File: config.mk
export PLATFORM = sky130hd
export DESIGN_NAME = ir_key_ctrl
export DESIGN_NICKNAME = d
export VERILOG_FILES = /design/src/rtl/ir_key_ctrl_pkg.sv /design/src/rtl/ir_evt_fifo.sv /design/src/rtl/ir_key_ctrl.sv
export SDC_FILE = /design/constraint.sdc
export NUM_CORES = 1
export LEC_CHECK = 0
export CAP_MARGIN = 20
export CORE_ASPECT_RATIO = 1.2
export CORE_MARGIN = 4
export CORE_UTILIZATION = 50
export DETAILED_ROUTE_END_ITERATION = 8
export DONT_BUFFER_PORTS = 1
export PLACE_DENSITY = 0.66
export SLEW_MARGIN = 30
export SYNTH_ARGS = -nofsm -noshare
export SYNTH_HDL_FRONTEND = slang
export SYNTH_SLANG_ARGS = --single-unit
File: constraint.sdc
create_clock -name clk -period 4.9 [get_ports clk]
set_input_delay 0.98 -clock clk [delete_from_list [all_inputs] [get_ports clk]]
set_output_delay 0.98 -clock clk [all_outputs]
set_load 0.02 [all_outputs]
File: src/rtl/ir_key_ctrl_pkg.sv
// Shared definitions for the IR key controller: event codes, FSM states,
// event word layout and a helper that packs a key into an event word.
package ir_key_ctrl_pkg;

    localparam logic [1:0] EVT_PRESS   = 2'd0;
    localparam logic [1:0] EVT_REPEAT  = 2'd1;
    localparam logic [1:0] EVT_RELEASE = 2'd2;

    // Event word is {type[1:0], addr[15:0], cmd[7:0]}
    localparam int unsigned EVT_W = 26;
    // Key is {addr[15:0], cmd[7:0]}
    localparam int unsigned KEY_W = 24;
    // Millisecond timer width
    localparam int unsigned TMR_W = 16;

    typedef enum logic [1:0] {
        ST_IDLE = 2'd0,
        ST_HELD = 2'd1,
        ST_SWAP = 2'd2
    } key_state_e;

    typedef struct packed {
        logic [1:0]  typ;
        logic [15:0] addr;
        logic [7:0]  cmd;
    } key_evt_t;

    function automatic key_evt_t make_evt(input logic [1:0] typ, input logic [KEY_W-1:0] key);
        key_evt_t e;
        e.typ  = typ;
        e.addr = key[23:8];
        e.cmd  = key[7:0];
        return e;
    endfunction

endpackage

File: src/rtl/ir_evt_fifo.sv
// Small synchronous event FIFO. Head word is presented combinationally from
// the storage array; a push on a full FIFO is accepted only when a pop frees
// a slot in the same cycle. DEPTH must be a power of two so pointers wrap.
module ir_evt_fifo
    import ir_key_ctrl_pkg::*;
#(
    parameter int unsigned WIDTH = EVT_W,
    parameter int unsigned DEPTH = 4
) (
    input  logic             clk,
    input  logic             rst_n,
    input  logic             push_i,
    input  logic [WIDTH-1:0] wdata_i,
    input  logic             pop_i,
    output logic [WIDTH-1:0] rdata_o,
    output logic             full_o,
    output logic             empty_o
);

    localparam int unsigned AW = (DEPTH > 1) ? $clog2(DEPTH) : 1;

    logic [WIDTH-1:0] mem_q [DEPTH];
    logic [AW-1:0]    wr_ptr_q;
    logic [AW-1:0]    rd_ptr_q;
    logic [AW:0]      count_q;
    logic             do_push;
    logic             do_pop;

    assign full_o  = (count_q == (AW+1)'(DEPTH));
    assign empty_o = (count_q == '0);
    assign do_pop  = pop_i && !empty_o;
    assign do_push = push_i && (!full_o || do_pop);
    assign rdata_o = mem_q[rd_ptr_q];

    // Pointer and occupancy bookkeeping
    always_ff @(posedge clk or negedge rst_n) begin
        if (!rst_n) begin
            wr_ptr_q <= '0;
            rd_ptr_q <= '0;
            count_q  <= '0;
        end else begin
            if (do_push) wr_ptr_q <= wr_ptr_q + AW'(1);
            if (do_pop)  rd_ptr_q <= rd_ptr_q + AW'(1);
            if (do_push && !do_pop)      count_q <= count_q + (AW+1)'(1);
            else if (do_pop && !do_push) count_q <= count_q - (AW+1)'(1);
        end
    end

    // Storage; cleared on reset so the head reads as zero after a flush
    always_ff @(posedge clk or negedge rst_n) begin
        if (!rst_n) begin
            for (int i = 0; i < int'(DEPTH); i++) mem_q[i] <= '0;
        end else if (do_push) begin
            mem_q[wr_ptr_q] <= wdata_i;
        end
    end

endmodule

File: src/rtl/ir_key_ctrl.sv
// NEC frame to key-event sequencer. Checks frame inversion bytes, filters by
// address, tracks the held key with a millisecond hold timer and generates
// PRESS / REPEAT / RELEASE events into an event FIFO.
//
// Event handshake: evt_valid is high while the FIFO holds an event; the head
// event on evt_type/evt_addr/evt_cmd is consumed on a cycle where both
// evt_valid and evt_ready are high, and stays stable otherwise.
module ir_key_ctrl
    import ir_key_ctrl_pkg::*;
#(
    parameter int unsigned TICK_DIV        = 100_000,
    parameter int unsigned HOLD_TIMEOUT_MS = 120,
    parameter int unsigned REPEAT_DELAY_MS = 500,
    parameter int unsigned REPEAT_RATE_MS  = 200,
    parameter int unsigned EXT_ADDR        = 0,
    parameter int unsigned ADDR_FILTER     = 0,
    parameter logic [15:0] ADDR_MATCH      = 16'h00FF,
    parameter int unsigned FIFO_DEPTH      = 4
) (
    input  logic        clk,
    input  logic        rst_n,
    input  logic [31:0] frame,
    input  logic        frame_valid,
    output logic        evt_valid,
    input  logic        evt_ready,
    output logic [1:0]  evt_type,
    output logic [15:0] evt_addr,
    output logic [7:0]  evt_cmd,
    output logic        held,
    output logic [7:0]  err_cnt,
    output logic [7:0]  ovf_cnt,
    output key_state_e  dbg_state_o
);

    localparam int unsigned PRESC_W = (TICK_DIV > 1) ? $clog2(TICK_DIV) : 1;

    key_state_e         state_q, state_d;
    logic [KEY_W-1:0]   key_q, key_d;
    logic [KEY_W-1:0]   pend_q, pend_d;
    logic [TMR_W-1:0]   hold_tmr_q, hold_tmr_d;
    logic [TMR_W-1:0]   rpt_tmr_q, rpt_tmr_d;
    logic               rpt_first_q, rpt_first_d;
    logic [PRESC_W-1:0] presc_q;
    logic [7:0]         err_cnt_q;
    logic [7:0]         ovf_cnt_q;

    logic               ms_tick;
    logic               chk_ok;
    logic [15:0]        f_addr;
    logic [15:0]        match_addr;
    logic               addr_pass;
    logic               frame_bad;
    logic               frame_good;
    logic [KEY_W-1:0]   f_key;
    logic               new_key;
    logic               hold_due;
    logic               rpt_due;
    logic [TMR_W:0]     rpt_target;

    logic               push;
    key_evt_t           push_evt;
    logic [EVT_W-1:0]   head_word;
    key_evt_t           head_evt;
    logic               fifo_full;
    logic               fifo_empty;
    logic               evt_pop;
    logic               drop;

    // ---------------- frame checker ----------------
    assign chk_ok     = ((frame[15:8] ^ frame[7:0]) == 8'hFF) &&
                        ((EXT_ADDR != 0) || ((frame[31:24] ^ frame[23:16]) == 8'hFF));
    assign f_addr     = (EXT_ADDR != 0) ? frame[31:16] : {8'h00, frame[31:24]};
    assign match_addr = (EXT_ADDR != 0) ? ADDR_MATCH : {8'h00, ADDR_MATCH[7:0]};
    assign addr_pass  = (ADDR_FILTER == 0) || (f_addr == match_addr);
    assign frame_bad  = frame_valid && !chk_ok;
    assign frame_good = frame_valid && chk_ok && addr_pass;
    assign f_key      = {f_addr, frame[15:8]};
    assign new_key    = (f_key != key_q);

    // ---------------- timers ----------------
    // Timeouts fire on the ms tick that brings a timer to its limit; using >=
    // lets a repeat that lost its tick to a higher-priority action fire on
    // the following tick.
    assign ms_tick    = (presc_q == PRESC_W'(TICK_DIV - 1));
    assign rpt_target = rpt_first_q ? (TMR_W+1)'(REPEAT_DELAY_MS) : (TMR_W+1)'(REPEAT_RATE_MS);
    assign hold_due   = ms_tick && (({1'b0, hold_tmr_q} + (TMR_W+1)'(1)) >= (TMR_W+1)'(HOLD_TIMEOUT_MS));
    assign rpt_due    = ms_tick && (({1'b0, rpt_tmr_q} + (TMR_W+1)'(1)) >= rpt_target);

    // Millisecond prescaler, free running
    always_ff @(posedge clk or negedge rst_n) begin
        if (!rst_n) begin
            presc_q <= '0;
        end else if (ms_tick) begin
            presc_q <= '0;
        end else begin
            presc_q <= presc_q + PRESC_W'(1);
        end
    end

    // ---------------- key FSM ----------------
    // State register
    always_ff @(posedge clk or negedge rst_n) begin
        if (!rst_n) state_q <= ST_IDLE;
        else        state_q <= state_d;
    end

    // Next-state: frame beats hold timeout; SWAP always lasts one cycle
    always_comb begin
        state_d = state_q;
        unique case (state_q)
            ST_IDLE: if (frame_good) state_d = ST_HELD;
            ST_HELD: begin
                if (frame_good) begin
                    if (new_key) state_d = ST_SWAP;
                end else if (hold_due) begin
                    state_d = ST_IDLE;
                end
            end
            ST_SWAP: state_d = ST_HELD;
            default: state_d = ST_IDLE;
        endcase
    end

    // Outputs: event push and key/timer updates; priority frame > timeout > repeat
    always_comb begin
        push        = 1'b0;
        push_evt    = '0;
        key_d       = key_q;
        pend_d      = pend_q;
        hold_tmr_d  = hold_tmr_q;
        rpt_tmr_d   = rpt_tmr_q;
        rpt_first_d = rpt_first_q;
        unique case (state_q)
            ST_IDLE: begin
                if (frame_good) begin
                    push        = 1'b1;
                    push_evt    = make_evt(EVT_PRESS, f_key);
                    key_d       = f_key;
                    hold_tmr_d  = '0;
                    rpt_tmr_d   = '0;
                    rpt_first_d = 1'b1;
                end
            end
            ST_HELD: begin
                if (frame_good && new_key) begin
                    push     = 1'b1;
                    push_evt = make_evt(EVT_RELEASE, key_q);
                    pend_d   = f_key;
                end else if (frame_good) begin
                    // Same key refreshes the hold; a due repeat slips a tick
                    hold_tmr_d = '0;
                    if (ms_tick) rpt_tmr_d = rpt_tmr_q + TMR_W'(1);
                end else if (hold_due) begin
                    push     = 1'b1;
                    push_evt = make_evt(EVT_RELEASE, key_q);
                end else if (rpt_due) begin
                    push        = 1'b1;
                    push_evt    = make_evt(EVT_REPEAT, key_q);
                    rpt_tmr_d   = '0;
                    rpt_first_d = 1'b0;
                    hold_tmr_d  = hold_tmr_q + TMR_W'(1);
                end else if (ms_tick) begin
                    hold_tmr_d = hold_tmr_q + TMR_W'(1);
                    rpt_tmr_d  = rpt_tmr_q + TMR_W'(1);
                end
            end
            ST_SWAP: begin
                // A frame arriving here can only match or be dropped; either
                // way the pending key already holds the right value.
                push        = 1'b1;
                push_evt    = make_evt(EVT_PRESS, pend_q);
                key_d       = pend_q;
                hold_tmr_d  = '0;
                rpt_tmr_d   = '0;
                rpt_first_d = 1'b1;
            end
            default: ;
        endcase
    end

    // Key, pending key and timer registers
    always_ff @(posedge clk or negedge rst_n) begin
        if (!rst_n) begin
            key_q       <= '0;
            pend_q      <= '0;
            hold_tmr_q  <= '0;
            rpt_tmr_q   <= '0;
            rpt_first_q <= 1'b0;
        end else begin
            key_q       <= key_d;
            pend_q      <= pend_d;
            hold_tmr_q  <= hold_tmr_d;
            rpt_tmr_q   <= rpt_tmr_d;
            rpt_first_q <= rpt_first_d;
        end
    end

    // ---------------- event FIFO ----------------
    assign evt_pop = evt_valid && evt_ready;
    assign drop    = push && fifo_full && !evt_pop;

    ir_evt_fifo #(
        .WIDTH (EVT_W),
        .DEPTH (FIFO_DEPTH)
    ) u_fifo (
        .clk     (clk),
        .rst_n   (rst_n),
        .push_i  (push),
        .wdata_i (push_evt),
        .pop_i   (evt_pop),
        .rdata_o (head_word),
        .full_o  (fifo_full),
        .empty_o (fifo_empty)
    );

    assign head_evt = head_word;

    // Saturating error and overflow counters
    always_ff @(posedge clk or negedge rst_n) begin
        if (!rst_n) begin
            err_cnt_q <= '0;
            ovf_cnt_q <= '0;
        end else begin
            if (frame_bad && (err_cnt_q != 8'hFF)) err_cnt_q <= err_cnt_q + 8'd1;
            if (drop && (ovf_cnt_q != 8'hFF))      ovf_cnt_q <= ovf_cnt_q + 8'd1;
        end
    end

    assign evt_valid   = !fifo_empty;
    assign evt_type    = fifo_empty ? 2'd0  : head_evt.typ;
    assign evt_addr    = fifo_empty ? 16'd0 : head_evt.addr;
    assign evt_cmd     = fifo_empty ? 8'd0  : head_evt.cmd;
    assign held        = (state_q != ST_IDLE);
    assign err_cnt     = err_cnt_q;
    assign ovf_cnt     = ovf_cnt_q;
    assign dbg_state_o = state_q;

endmodule
==> results.py, run 1 <==
metrics = {
    "global_route": {
        "antenna_found_initial": 0,
        "grt_pass1_vias": 7547,
        "grt_max_degree": 180,
        "grt_pass1_wl_um": 40800,
        "grt_overflow": 0,
        "grt_util_all_layers_pct": 23.3,
    },
    "worst_setup_path": {
        "cpMostUsedCell": "xor2_1",
        "cp_num_buf_inv": 1,
        "crit_family": "simple AND/OR/NAND/NOR gates",
        "worst_r2r_endpoint": "u_fifo.count_q[2]",
        "end_kind": "flop",
        "worstSetupPathType": "in2reg",
        "arrival_ps": 4060,
        "start_kind": "input pin",
        "r2r_slack_ps": 1230,
        "worstPathRequired_ps": 5260,
        "slowest_stage": "nor4_2",
        "critPathMaxStageDelay_ps": 510,
        "path_max_fanout": 6,
        "worstPathCellList": "xor2_1 > nand4_1 > nor4_2 > a21o_1 > a32oi_1 > a311oi_4 > ha_1 > inv_1 > fa_1 > xor2_1 > nor2_1 > xor2_1",
        "r2r.worst_path.cells": 15,
        "rr_startpoint": "rpt_tmr_q[2]",
    },
    "sta": {
        "whs_ps": 242,
        "clock-skew-final_ps": 9.05,
        "setup_viol_count_final": 0,
        "setup_tns_ps": 0,
        "rsz0062_at_grt": "no",
        "period_needed_ps": 3700,
        "tightestPinTransition_ps": 961,
        "period_share_pct": 75.6,
        "hold_viol_final": 0,
        "timing.fmax_mhz": 270,
        "final-max-slew-violation-count": 0,
        "fin_ws_ps": 1200,
        "max_slew_margin_pct": 35.9,
    },
    "clock_tree": {
        "cts_resized": 0,
        "post_cts_buffers": 0,
        "holdBufCountCts": 0,
        "clock_path_buffers": 2,
        "clk_pin_slew_worst_paths_ps": 70,
        "numCtsBuffers": 17,
        "clk_latency_ps": 430,
        "cts_root_buf": "clkbuf_16",
        "cts_sinks": 179,
        "htree_levels": 4,
        "cts_tree": "done",
    },
    "floorplan": {
        "ios": 82,
        "dieHeight_um": 162,
        "initial_core_util_pct": 50.7,
        "dieArea_mm2": 0.0222,
        "design.core.area_mm2": 0.0195,
        "row_count": 56,
        "die_x_um": 137,
    },
    "logic_synthesis": {
        "yosysSeqAreaShare_pct": 45.2,
        "ys_warn_count": 0,
        "async_flop_share_pct": 100,
        "syn_area_mm2": 0.00991,
        "yosysUniqueCellTypes": 65,
        "synth_area_per_cell_um2": 9.96,
        "ys_seq_elements": 179,
        "ys.flop_type": "dfrtp_1",
        "synth_edf_count": 0,
        "postSynthCellCount": 995,
    },
    "outcome": {
        "status": "completed",
    },
    "route": {
        "postRouteAntennaNets": 0,
        "viasPerCell": 6.21,
        "drt_iter0_markers": 620,
        "wire_per_inst_um": 20.1,
        "firstDrtPassIters": 6,
        "wl_um": 24900,
        "drc": 0,
        "dr_total_vias": 7701,
    },
    "place": {
        "port_buffers": 0,
        "dp.final_hpwl_um": 17000,
        "gp_congestion": 0.862,
        "pre_cts_slack_ps": 745,
    },
    "finish": {
        "nets": 1020,
        "fin_util_pct": 54.4,
        "num_antenna_cells": 0,
        "layout-drive-gt1-share_pct": 9.81,
        "area_growth_pct": 7.33,
    },
    "hold_path": {
        "hp-class": "in2async",
    },
    "power": {
        "p_leak_nw": 4.51,
        "p_per_area_mw_per_mm2": 313,
        "ir_worst_vdd_mv": 0.220,
    },
    "flow_run": {
        "max-cap-violations": 0,
    },
}
==> power breakdown <==
group	internal (mW)	leakage, nW	total [mW]	switching, mW
Sequential	1.53	2.34	1.67	0.149
Clock	0.802	0.293	1.41	0.612
Combinational	0.131	1.88	0.243	0.112
Total	2.46	4.51	3.33	0.873
==> synthesized netlist by cell type, types with 3 or more instances <==
library cell,count,area (um2)
and2_1,29,181
ha_1,17,213
o21ai_0,45,225
nor2b_1,15,93.8
and4b_1,3,30.0
nor2_1,33,124
or3_1,13,81.3
xor2_1,48,420
a21o_1,7,52.6
clkbuf_1,37,139
a2111oi_0,3,26.3
and4_1,7,61.3
o22ai_1,3,18.8
xnor2_1,23,201
mux4_2,18,405
dfrtp_1,179,4480
a22oi_1,49,368
buf_4,14,105
nor3b_1,4,30.0
nor4_1,7,43.8
nand4_1,31,194
nand2b_1,8,50.1
nand3_1,23,115
o41ai_1,4,35.0
o31ai_1,4,30.0
buf_2,17,85.1
o2bb2a_1,8,80.1
a31oi_1,68,425
a21oi_1,75,375
mux2_2,5,56.3
inv_1,15,56.3
buf_6,6,67.6
nand2_1,109,409
and3_1,8,50.1
mux2_1,8,90.1
nor3_1,8,40.0
a22o_1,3,26.3
nor4_2,6,75.1
==> cell type report <==
type                    count  area (um2)
clock buffers              20         467
clock inverters            12         145
fillers                  1764        8910
inverters                  15        56.3
multi-input cells         733        5020
flip-flops and latches    179        4480
well taps                 261         327
repair buffers             20         150
==> metrics by stage <==
stage / cell area, um2 / instances / power [mW]
2_1_floorplan: 9940 / 1002 / 1.88
3_3_place_gp: 10000 / 1208 / 1.95
3_5_place_dp: 10000 / 1208 / 1.95
4_1_cts: 10600 / 1240 / 3.37
5_1_grt: 10600 / 1240 / 3.46
6_report: 10600 / 1240 / 3.33
==> cell usage in the layout, fill, tap and decap left out, drive strengths merged, types with 4 or more instances in the layout <==
cell type  count
nand3         24
nand4         31
ha            17
and4           7
xnor2         23
nor2b         15
mux4          18
o2bb2a         8
conb           8
nor4          13
and2          29
a21o           7
and3           8
nand2b         8
buf           20
o41ai          6
or3           13
nor2          33
a31oi         68
a22oi         49
clkbuf        20
nor3          10
dfrtp        179
nand2        109
a21oi         75
o21ai         45
o31ai          4
a311oi         4
nor3b          4
clkinv         4
inv           18
mux2          13
xor2          48
==> registers in the layout (all words and copies together), names as in the netlist <==
name / cells
u_fifo.wr_ptr_q: 2
ovf_cnt: 8
dbg_state_o: 2
hold_tmr_q: 16
key_q: 16
presc_q: 17
rpt_first_q: 1
pend_q: 16
u_fifo.rd_ptr_q: 2
u_fifo.mem_q: 72
rpt_tmr_q: 16
u_fifo.count_q: 3
err_cnt: 8
==> worst max-delay path by stage <==
stage	to	slack [ps]	cells after the start	from
2_1_floorplan	u_fifo.count_q[2]	1150	13	frame[27]
3_3_place_gp	u_fifo.count_q[2]	820	12	frame[3]
3_5_place_dp	u_fifo.count_q[2]	740	12	frame[2]
4_1_cts	u_fifo.count_q[2]	1200	15	rpt_tmr_q[2]
5_1_grt	u_fifo.count_q[2]	860	15	rpt_tmr_q[2]
6_report	u_fifo.count_q[2]	1200	12	frame[2]
==> per-layer routing <==
metal / routed length [um] / share of wire (%) / GRT usage (%)
met5: 0 / 0 / 0
met4: 506 / 2.0 / 7.70
met3: 1200 / 4.8 / 4.68
met2: 12400 / 50 / 38.0
met1: 10700 / 43 / 31.2
==> cells by family after synthesis <==
kind of cell,count (synthesis),share of synthesized area [%]
AO/OA/AOI/OAI,291,19.2
XOR/XNOR,71,6.27
adder cells (fa/ha/maj),18,2.35
buffers and inverters,90,4.61
flip-flops,179,45.2
multiplexers,31,5.57
other,1,0.0378
AND/OR/NAND/NOR,314,16.8
Power figures use the tool's default switching activity.
==> inputs of run 2 (changes only) <==
Settings changed: PLACE_DENSITY 0.66 to 0.69.
Clock period 4.9 ns to 3 ns, I/O delays scaled along.
==> run 2 against run 1 <==
  * The flow now finishes with violations (negative hold slack, negative setup slack)
  * Routed wire length up 5.0%
  * Global-route usage rose by 0.72 points
  * Critical path type is now reg2reg
  * Combinational power increased by 120%
  * First-iteration DRC count up 15%
  * Critical path depth increased by 4
  * Highest routed layer unchanged
  * Sequential share of layout area decreased by 3.8 points
  * Via count up 6.3%
  * Hold slack got worse by 400 ps
  * Die area is the same
==> results.py, run 2 (synthesis gave the netlist of run 1 again) <==
metrics = {
    "route": {
        "drt_iter0_markers": 712,
        "dr_total_vias": 8188,
        "wl_um": 26100,
        "viasPerCell": 6.11,
        "firstDrtPassIters": 5,
        "wire_per_inst_um": 19.5,
        "postRouteAntennaNets": 0,
        "drc": 0,
    },
    "floorplan": {
        "initial_core_util_pct": 50.7,
        "design.core.area_mm2": 0.0195,
        "dieHeight_um": 162,
        "die_x_um": 137,
        "row_count": 56,
        "dieArea_mm2": 0.0222,
        "ios": 82,
    },
    "place": {
        "dp.final_hpwl_um": 17700,
        "place_inst": 1300,
        "pre_cts_slack_ps": -193,
        "port_buffers": 0,
        "placed_area_mm2": 0.0108,
        "gp_congestion": 0.839,
    },
    "global_route": {
        "grt_pass1_vias": 8090,
        "grt_overflow": 0,
        "grt_max_degree": 180,
        "antenna_found_initial": 0,
        "grt_pass1_wl_um": 42200,
        "grt_util_all_layers_pct": 24.0,
    },
    "worst_setup_path": {
        "cp_num_buf_inv": 1,
        "r2r.worst_path.cells": 16,
        "worstSetupPathType": "reg2reg",
        "worstPathCellList": "ha_4 > nand2b_4 > and2_4 > ha_4 > a21bo_4 > a21oi_2 > o21ai_1 > o311ai_2 > and4_4 > a311oi_4 > ha_4 > inv_2 > fa_2 > xor2_1 > nor2_1 > xor2_1",
        "crit_family": "adder cells",
        "start_kind": "flop",
        "worst_r2r_endpoint": "u_fifo.count_q[2]",
        "arrival_ps": 3500,
        "critPathMaxStageDelay_ps": 440,
        "path_max_fanout": 5,
        "rr_startpoint": "rpt_tmr_q[0]",
        "slowest_stage": "dfrtp_1",
        "r2r_slack_ps": -130,
        "end_kind": "flop",
        "worstPathRequired_ps": 3360,
        "cpMostUsedCell": "ha_4",
        "cp_num_cells": 16,
    },
    "sta": {
        "clock-skew-final_ps": 13.3,
        "hold_viol_final": 179,
        "whs_ps": -161,
        "max_slew_margin_pct": 47.5,
        "fin_ws_ps": -134,
        "setup_viol_count_final": 2,
        "timing.fmax_mhz": 319,
        "tightestPinTransition_ps": 776,
        "final-max-slew-violation-count": 0,
        "rsz0062_at_grt": "yes",
        "period_needed_ps": 3130,
        "period_share_pct": 104,
    },
    "power": {
        "design_power_total_mw": 5.47,
        "p_per_area_mw_per_mm2": 467,
        "p_leak_nw": 5.10,
        "ir_worst_vdd_mv": 0.435,
    },
    "finish": {
        "fillers": 1626,
        "fin_util_pct": 59.9,
        "num_antenna_cells": 0,
        "top_regs": "u_fifo.mem_q x72, presc_q x17",
        "finish.instance_area_mm2": 0.0117,
        "mostFrequentLayoutCell": "dfrtp_1",
        "fin_cells": 1341,
        "area_growth_pct": 18.0,
        "top_register": "u_fifo.mem_q",
        "largest_register_ffs": 72,
        "mostFrequentLayoutCells": "dfrtp_1 (177), nand2_1 (109), buf_4 (108), a21oi_1 (71), a31oi_1 (67)",
        "layout-drive-gt1-share_pct": 20.9,
        "nets": 1121,
    },
    "hold_path": {
        "hp-class": "in2async",
    },
    "flow_run": {
        "max-cap-violations": 0,
    },
    "clock_tree": {
        "clock_path_buffers": 2,
        "htree_levels": 4,
        "clk_pin_slew_worst_paths_ps": 80,
        "numCtsBuffers": 17,
        "cts_root_buf": "clkbuf_16",
        "cts_sinks": 179,
        "clk_latency_ps": 450,
        "cts_tree": "done",
    },
    "outcome": {
        "violations": "negative hold slack, negative setup slack",
        "status": "finished, violations left",
    },
}
[run 2: layer usage]
layer | up-vias | global-route usage (%) | wire length, um
li1 | 3810 | - | -
met5 | - | 0 | 0
met4 | 0 | 8.62 | 748
met2 | 253 | 40.4 | 13300
met3 | 54 | 3.78 | 1190
met1 | 4071 | 31.4 | 10900
[run 2: worst max path at each step]
stage               slack, ps           endpoint    startpoint
detailed placement       -190  u_fifo.count_q[1]      frame[4]
floorplan                -290  u_fifo.count_q[2]  rpt_tmr_q[0]
global placement         -150  u_fifo.count_q[1]      frame[4]
finish                   -130  u_fifo.count_q[2]  rpt_tmr_q[0]
global route             -320  u_fifo.count_q[2]  rpt_tmr_q[0]
CTS                       -90  u_fifo.count_q[2]  rpt_tmr_q[0]
[run 2: metrics by stage]
step	hold slack (ps)	setup TNS, ps
after floorplan	304	-553
after global placement	311	-4710
after detailed placement	310	-9000
after CTS	-171	-136
after global routing	-179	-2880
final	-161	-201
[run 2: timing repair]
action / in CTS / in global routing
buffers inserted: 0 / 8
endpoints found under the hold margin: 179 / 179
setup endpoints to repair: 73 / 94
gates resized for setup: 11 / 28
pin swaps: 5 / 16
cloned: 0 / 1
[run 2: power by group]
| part | switching (mW) | total, mW | leakage, nW | internal, mW |
|---|---|---|---|---|
| sequential | 0.158 | 2.65 | 2.34 | 2.49 |
| combinational | 0.287 | 0.545 | 2.46 | 0.258 |
| clock | 1.14 | 2.28 | 0.297 | 1.14 |
| total | 1.58 | 5.47 | 5.10 | 3.89 |
[run 2: worst reg2reg max path: stages, from the launching register on]
cell      delay (ps)
dfrtp_1          440
ha_4             200
nand2b_4         140
and2_4           140
ha_4             250
a21bo_4          110
a21oi_2           40
o21ai_1          130
o311ai_2         120
and4_4           190
a311oi_4         280
ha_4             190
inv_2             30
fa_2             330
xor2_1           150
nor2_1           140
xor2_1           180
[run 2: layout make-up]
| cell class | count | area, um2 | area share [%] |
|---|---|---|---|
| inverter | 15 | 56.3 | 0.481 |
| clock inverter | 15 | 179 | 1.53 |
| multi-input combinational | 733 | 5190 | 44.4 |
| sequential | 179 | 4480 | 38.3 |
| clock buffer | 17 | 425 | 3.63 |
| tap | 261 | 327 | 2.79 |
| timing repair buffer | 121 | 1040 | 8.88 |
==> inputs of run 3 (changes only) <==
Settings changed: ABC_AREA from default to 0, PLACE_DENSITY 0.69 to 0.66.
Clock period 3 ns to 2.99 ns, I/O delays scaled along.
==> run 3 against run 2 <==
  * The flow still finishes with violations (negative hold slack, negative setup slack)
  * Global-route usage up 0.25 points
  * Core utilization fell by 0.72 points
  * Sequential power is essentially flat
  * Clock skew fell by 1.2 ps
  * Power is 0.26% lower
  * Setup slack improved by 91 ps
  * Register-to-register slack better by 90 ps
  * Sequential cell count stayed put
  * Critical path type unchanged
  * Critical endpoint is now u_fifo.count_q[1]
==> results.py, run 3 (synthesis gave the netlist of run 1 again) <==
metrics = {
    "clock_tree": {
        "clock_path_buffers": 2,
        "numCtsBuffers": 17,
        "cts_tree": "done",
        "cts_root_buf": "clkbuf_16",
        "htree_levels": 4,
        "cts_sinks": 179,
        "clk_pin_slew_worst_paths_ps": 80,
        "clk_latency_ps": 440,
    },
    "sta": {
        "clock-skew-final_ps": 12.1,
        "period_needed_ps": 3030,
        "timing.fmax_mhz": 330,
        "rsz0062_at_grt": "yes",
        "final-max-slew-violation-count": 0,
        "period_share_pct": 101,
        "tightestPinTransition_ps": 549,
        "max_slew_margin_pct": 63.4,
        "setup_tns_ps": -71.5,
        "hold_viol_final": 179,
        "setup_viol_count_final": 2,
        "whs_ps": -147,
        "fin_ws_ps": -42.3,
    },
    "global_route": {
        "antenna_found_initial": 0,
        "grt_util_all_layers_pct": 24.3,
        "grt_pass1_vias": 8087,
        "grt_max_degree": 180,
        "grt_pass1_wl_um": 42300,
        "grt_overflow": 0,
    },
    "route": {
        "firstDrtPassIters": 5,
        "drt_iter0_markers": 673,
        "dr_total_vias": 8173,
        "wl_um": 26400,
        "wire_per_inst_um": 19.7,
        "postRouteAntennaNets": 0,
        "viasPerCell": 6.11,
        "drc": 0,
    },
    "worst_setup_path": {
        "slowest_stage": "nor4_1",
        "end_kind": "flop",
        "arrival_ps": 3360,
        "worstPathRequired_ps": 3320,
        "path_max_fanout": 4,
        "r2r.worst_path.cells": 11,
        "worstSetupPathType": "reg2reg",
        "critPathMaxStageDelay_ps": 470,
        "worstPathCellList": "xor2_1 > nor4_1 > buf_4 > and4_1 > o21ai_0 > a32oi_1 > a311oi_4 > ha_4 > inv_2 > fa_2 > mux2_2",
        "start_kind": "flop",
    },
    "finish": {
        "mostFrequentLayoutCells": "dfrtp_1 (178), buf_4 (111), nand2_1 (109), a21oi_1 (75), a31oi_1 (63)",
        "nets": 1118,
        "largest_register_ffs": 72,
        "fillers": 1679,
        "top_register": "u_fifo.mem_q",
        "fin_cells": 1338,
        "layout-drive-gt1-share_pct": 20.8,
        "area_growth_pct": 16.6,
        "mostFrequentLayoutCell": "dfrtp_1",
        "finish.instance_area_mm2": 0.0116,
        "num_antenna_cells": 0,
        "top_regs": "u_fifo.mem_q x72, presc_q x17",
    },
    "power": {
        "internal-power_mw": 3.96,
        "switchingPower_mw": 1.49,
        "clock_power_share_pct": 41.0,
        "p_sw_share_pct": 27.4,
        "seqPwrFrac_pct": 48.6,
        "comb_power_share_pct": 10.4,
        "p_leak_nw": 5.05,
        "ir_worst_vdd_mv": 0.396,
        "p_per_area_mw_per_mm2": 472,
    },
    "place": {
        "port_buffers": 0,
        "place_inst": 1305,
        "dp.final_hpwl_um": 18200,
        "gp_congestion": 0.874,
        "placed_area_mm2": 0.0108,
    },
    "floorplan": {
        "ios": 82,
        "initial_core_util_pct": 50.7,
        "dieArea_mm2": 0.0222,
        "dieHeight_um": 162,
        "design.core.area_mm2": 0.0195,
        "die_x_um": 137,
        "row_count": 56,
    },
    "flow_run": {
        "max-cap-violations": 0,
    },
    "outcome": {
        "status": "finished, violations left",
        "violations": "negative hold slack, negative setup slack",
    },
    "hold_path": {
        "hp-class": "in2async",
    },
}
-- run 3: per-stage QoR --
step	hold slack, ps	worst slack (ps)	power [mW]	utilization (%)
final	-147	-42.3	5.45	59.1
after floorplan	302	-296	3.09	-
after detailed placement	309	-262	3.28	55.4
after global routing	-173	-200	5.65	59.1
after CTS	-160	-71.9	5.50	58.5
after global placement	309	-143	3.25	55.4
-- run 3: worst paths after layout --
path,startpoint,end,slack [ps]
setup reg to reg,key_q[11],u_fifo.count_q[1],-40
min in group clk,frame[10],pend_q[2],280
hold / removal,rst_n,u_fifo.mem_q[61],-150
hold reg to reg,u_fifo.count_q[2],u_fifo.count_q[2],480
max in group asynchronous,rst_n,hold_tmr_q[14],2870
setup / recovery,key_q[11],u_fifo.count_q[1],-40
-- run 3: repair_timing --
item | 4_1_cts | 5_1_grt
pin swaps | 4 | 10
resized for setup | 12 | 28
setup buffers | 0 | 1
endpoints found under the setup margin | 63 | 90
endpoints found under the hold margin | 179 | 179
-- run 3: worst max-delay path, delay by kind of cell, from the launching register on --
| family | cells | cell delay [ps] |
|---|---|---|
| AOI/OAI and AO/OA | 3 | 540 |
| xor gates and xnor gates | 1 | 160 |
| adders and majority gates | 2 | 610 |
| buffers and inverters | 2 | 250 |
| DFF | 1 | 430 |
| muxes | 1 | 270 |
| and+or+nand+nor | 2 | 660 |
-- run 3: routing by layer --
metal,wire length [um],GRT usage (%),share of wire [%]
met3,1310,4.40,5.0
met2,13500,41.4,51
met1,10600,30.1,40
met4,966,10.4,3.7
met5,0,0,0
-- run 3: final cells by class --
type                    count  area [um2]  share of cell area, %
repair buffers            118         930                   8.04
well taps                 261         327                   2.82
flip-flops and latches    179        4480                   38.8
clock inverters            14         140                   1.21
inverters                  15        56.3                  0.487
multi-input cells         733        5190                   44.9
clock buffers              18         439                   3.80
-- run 3: power by group through the flow --
stage	Sequential, mW	Clock (mW)	Combinational, mW
after global routing	2.66	2.37	0.614
final	2.65	2.23	0.566
after CTS	2.65	2.27	0.578
after floorplan	2.67	0	0.415
after global placement	2.70	0	0.555
after detailed placement	2.70	0	0.577
